File: src/rtl/mac_seq_multiply_pkg.sv
// mac_seq_multiply_pkg: shared FSM encoding and counter sizing helper for the sequential multiplier
package mac_seq_multiply_pkg;
  typedef enum logic [1:0] {MUL_IDLE, MUL_BUSY, MUL_DONE} mul_state_t;
  function automatic int cnt_w(input int n);
    return n > 1 ? $clog2(n) : 1;
  endfunction
endpackage

File: src/rtl/mac_mul_step.sv
// mac_mul_step: one radix-2^BPC partial-product step on a right-aligned accumulator (acc_next = acc/2^BPC + digit*a*2^(W-BPC), top bit of a signed B subtracts)
module mac_mul_step #(
  parameter int W = 8,
  parameter int BPC = 2
) (
  input  logic [W:0]     a,
  input  logic [BPC-1:0] digit,
  input  logic           top,
  input  logic           sign,
  input  logic [2*W:0]   acc,
  output logic [2*W:0]   nxt
);
  logic [2*W:0] ax;
  assign ax = {{W{a[W]}}, a};
  always_comb begin
    nxt = $signed(acc) >>> BPC;
    for (int i = 0; i < BPC; i++)
      if (digit[i])
        nxt = (top && sign && i == BPC - 1) ? nxt - (ax << (W - BPC + i)) : nxt + (ax << (W - BPC + i));
  end
endmodule

File: src/rtl/mac_seq_multiply.sv
// mac_seq_multiply: iterative signed/unsigned W x W multiplier retiring BITS_PER_CYCLE multiplier bits per clock with valid/ready handshakes
module mac_seq_multiply
  import mac_seq_multiply_pkg::*;
#(
  parameter int MAC_MIN_WIDTH = 8,
  parameter int MAC_MULT_WIDTH = 2 * MAC_MIN_WIDTH,
  parameter int BITS_PER_CYCLE = 2
) (
  input  logic                      clk,
  input  logic                      rst_n,
  input  logic                      in_valid,
  output logic                      in_ready,
  input  logic                      sign,
  input  logic [MAC_MIN_WIDTH-1:0]  A,
  input  logic [MAC_MIN_WIDTH-1:0]  B,
  output logic                      out_valid,
  input  logic                      out_ready,
  output logic [MAC_MULT_WIDTH-1:0] C,
  output logic                      busy
);
  localparam int W = MAC_MIN_WIDTH;
  localparam int N_ITER = W / BITS_PER_CYCLE;
  localparam int CW = cnt_w(N_ITER);
  mul_state_t state;
  logic [CW-1:0] cnt;
  logic [W:0] a_r;
  logic [W-1:0] b_r;
  logic sign_r, last;
  logic [2*W:0] acc, nxt;
  assign last = cnt == CW'(N_ITER - 1);
  mac_mul_step #(.W(W), .BPC(BITS_PER_CYCLE)) u_step (
    .a(a_r),
    .digit(b_r[BITS_PER_CYCLE-1:0]),
    .top(last),
    .sign(sign_r),
    .acc(acc),
    .nxt(nxt)
  );
  always_ff @(posedge clk or negedge rst_n)
    if (!rst_n) begin
      state <= MUL_IDLE;
      in_ready <= 1'b1;
      out_valid <= 1'b0;
      busy <= 1'b0;
      C <= '0;
      cnt <= '0;
      a_r <= '0;
      b_r <= '0;
      sign_r <= 1'b0;
      acc <= '0;
    end else
      case (state)
        MUL_IDLE:
          if (in_valid) begin
            a_r <= {sign & A[W-1], A};
            b_r <= B;
            sign_r <= sign;
            acc <= '0;
            cnt <= '0;
            state <= MUL_BUSY;
            in_ready <= 1'b0;
            busy <= 1'b1;
          end
        MUL_BUSY: begin
          acc <= nxt;
          b_r <= b_r >> BITS_PER_CYCLE;
          cnt <= cnt + 1'b1;
          if (last) begin
            C <= nxt[2*W-1:0];
            state <= MUL_DONE;
            busy <= 1'b0;
            out_valid <= 1'b1;
          end
        end
        MUL_DONE:
          if (out_ready) begin
            state <= MUL_IDLE;
            out_valid <= 1'b0;
            in_ready <= 1'b1;
          end
        default: state <= MUL_IDLE;
      endcase
endmodule

File: config.mk
export PLATFORM = sky130hd
export DESIGN_NAME = mac_seq_multiply
export DESIGN_NICKNAME = d
export VERILOG_FILES = /design/src/rtl/mac_seq_multiply_pkg.sv /design/src/rtl/mac_mul_step.sv /design/src/rtl/mac_seq_multiply.sv
export SDC_FILE = /design/constraint.sdc
export NUM_CORES = 1
export LEC_CHECK = 0
export ABC_CLOCK_PERIOD_IN_PS = 4700
export BUFFER_PORTS_ARGS = -buffer_cell sky130_fd_sc_hd__buf_2
export CELL_PAD_IN_SITES_DETAIL_PLACEMENT = 1
export CELL_PAD_IN_SITES_GLOBAL_PLACEMENT = 2
export CORE_ASPECT_RATIO = 0.8
export CORE_MARGIN = 1.5
export CORE_UTILIZATION = 30
export CTS_CLUSTER_SIZE = 30
export DETAILED_ROUTE_END_ITERATION = 16
export GPL_ROUTABILITY_DRIVEN = 1
export PLACE_DENSITY_LB_ADDON = 0.2
export SYNTH_ARGS = -nofsm -noshare
export SYNTH_HDL_FRONTEND = slang
export SYNTH_HIERARCHICAL = 1
export SYNTH_SLANG_ARGS = --single-unit
File: constraint.sdc
create_clock -name clk -period 4.7 [get_ports clk]
set_input_delay 0 -clock clk [delete_from_list [all_inputs] [get_ports clk]]
set_output_delay 0 -clock clk [all_outputs]
set_load 0.01 [all_outputs]
==> flow_summary.yaml <==
clock_tree:
  clk_pin_slew_ns: 0.08
  clock_sinks: 56
  clock_latency_ns: 0.30
  cts_setup_buffers: 0
  h-tree-depth: 2
  ctsResizeCount: 0
  cts_buffers: 5
  clockBufferDepth: 2
  cts_hold_buf: 16
  cts_tree: "yes"
  root_buffer: "clkbuf_16"
timing:
  finalWorstSetupSlack_ns: 0.821
  finalSetupViolCount: 0
  max_freq_mhz: 258
  drv_slew: 0
  hold_violations: 0
  setup_tns_ns: 0
  timing.final.crit_share: 0.825
  finClkSkew_ns: 0.0102
  relSlewSlack: 0.326
  finalCriticalPeriod_ns: 3.88
  tightest_slew_ns: 1.01
  grt_setup_unrepaired: "false"
critical_path:
  crit_fanout: 6
  ff2ff_setup_slack_ns: 0.82
  crit_start: "a_r[0]"
  r2r-start: "a_r[0]"
  end_kind: "flip-flop"
  crit_arrival_ns: 4.06
  crit_type: "reg2reg"
  start_kind: "flip-flop"
  crit_required_ns: 4.88
synthesis:
  synth_area_sq_um: 3520
  postSynthAreaPerCell_sq_um: 10.5
  synth_nets: 380
  yosysWarnings: 6
  syn_inst: 337
floorplan:
  die_w_um: 124
  core_area_sq_um: 11500
  initial_utilization: 0.307
  row_count: 35
  fp.dieH_um: 99.9
  io-pin-count: 40
  die_area_sq_um: 12400
flow_run:
  timing.max_cap.violations: 0
cells_and_area:
  layout-drive-gt1-share: 0.227
  area_growth_pct: 16.8
  insertedDiodeCount: 0
  layout.nets: 425
  final_util: 0.359
placed_design:
  post-place-ws_ns: 0.864
  routabilityCongestion: 0.762
  hpwlAfterDp_um: 6710
  io_buffers: 39
grt:
  grt_first_pass_wirelength_um: 15300
  grt_overflow_total: 0
  grt_usage: 0.162
  first_global_vias: 2833
  grt_max_degree: 57
  antenna_found_initial: 0
status:
  outcome: "completed"
routing:
  vias_per_cell: 5.18
  wl_per_cell_um: 17.2
  postRouteAntennaNets: 0
  vias: 2751
  drc: 0
  dr.pass1.iters: 4
  routed_wl_um: 9160
  drt_iter0_drc: 76
worst_hold_path:
  hold_class: "in2reg"
  min_from: "B[4]"
## sequential cells by signal, summed over array words and instances, names as in the netlist
name and count:
C 16, acc 15, a_r 9, b_r 8, cnt 2, state 2
busy 1, in_ready 1, out_valid 1, sign_r 1
## cell usage in the layout, fill, tap and decap left out, drive strengths merged, types with 5 or more instances in the layout
cell,instances
nand2b,5
dlygate4sd3,16
dfrtp,55
inv,12
mux2,34
o21ai,23
a22o,18
nor2b,8
buf,41
a21oi,21
ha,20
clkbuf,7
xnor2,13
nand2,17
nor2,15
o22ai,12
o21a,8
## layer usage
layer / GRT usage / vias up / routed length (um)
li1: - / 1324 / -
met3: 0.0313 / 6 / 337
met2: 0.230 / 40 / 3810
met1: 0.251 / 1381 / 4930
met4: 0.0358 / 0 / 80
met5: 0 / - / 0
## final timing paths
kind                            endpoint  cells after the start
worst max-delay path               C[15]                     16
max in group asynchronous        acc[13]                      3
worst max register to register     C[15]                     16
min in group asynchronous         cnt[0]                      3
worst min register to register      C[9]                      1
worst min-delay path              b_r[4]                      3
## worst max-delay path: stages, from the launching register on
cell      delay (ns)
dfrtp_1         0.45
ha_1            0.21
inv_1           0.06
fa_1            0.44
nor2b_1         0.14
o21ai_1         0.08
a21boi_1        0.31
o21a_1          0.21
o21ai_0         0.10
a31o_1          0.24
ha_1            0.22
or3_1           0.42
o21ai_0         0.21
xnor2_1         0.14
nand2_1         0.08
xor2_1          0.19
mux2_2          0.27
## area by class of cell
type,count,area [sq um]
Fill cell,1313,7360
Multi-Input combinational cell,250,1970
Sequential cell,56,1400
Timing Repair Buffer,57,370
Tap cell,148,185
Clock buffer,7,133
Inverter,12,45.0
Clock inverter,1,8.76
## per-stage QoR
| step | hold WS [ns] | cells | instance area, sq um |
|---|---|---|---|
| 5_1_grt | 0.0147 | 531 | 4110 |
| 4_1_cts | 0.00610 | 531 | 4110 |
| 3_3_place_gp | 0.201 | 507 | 3810 |
| 3_5_place_dp | 0.202 | 507 | 3810 |
| 2_1_floorplan | -0.296 | 337 | 3520 |
| 6_report | 0.00260 | 531 | 4110 |
Power is left out: the tool's default activity adds up to more than one toggle a clock period on the data nets, which glitch-free logic cannot reach.
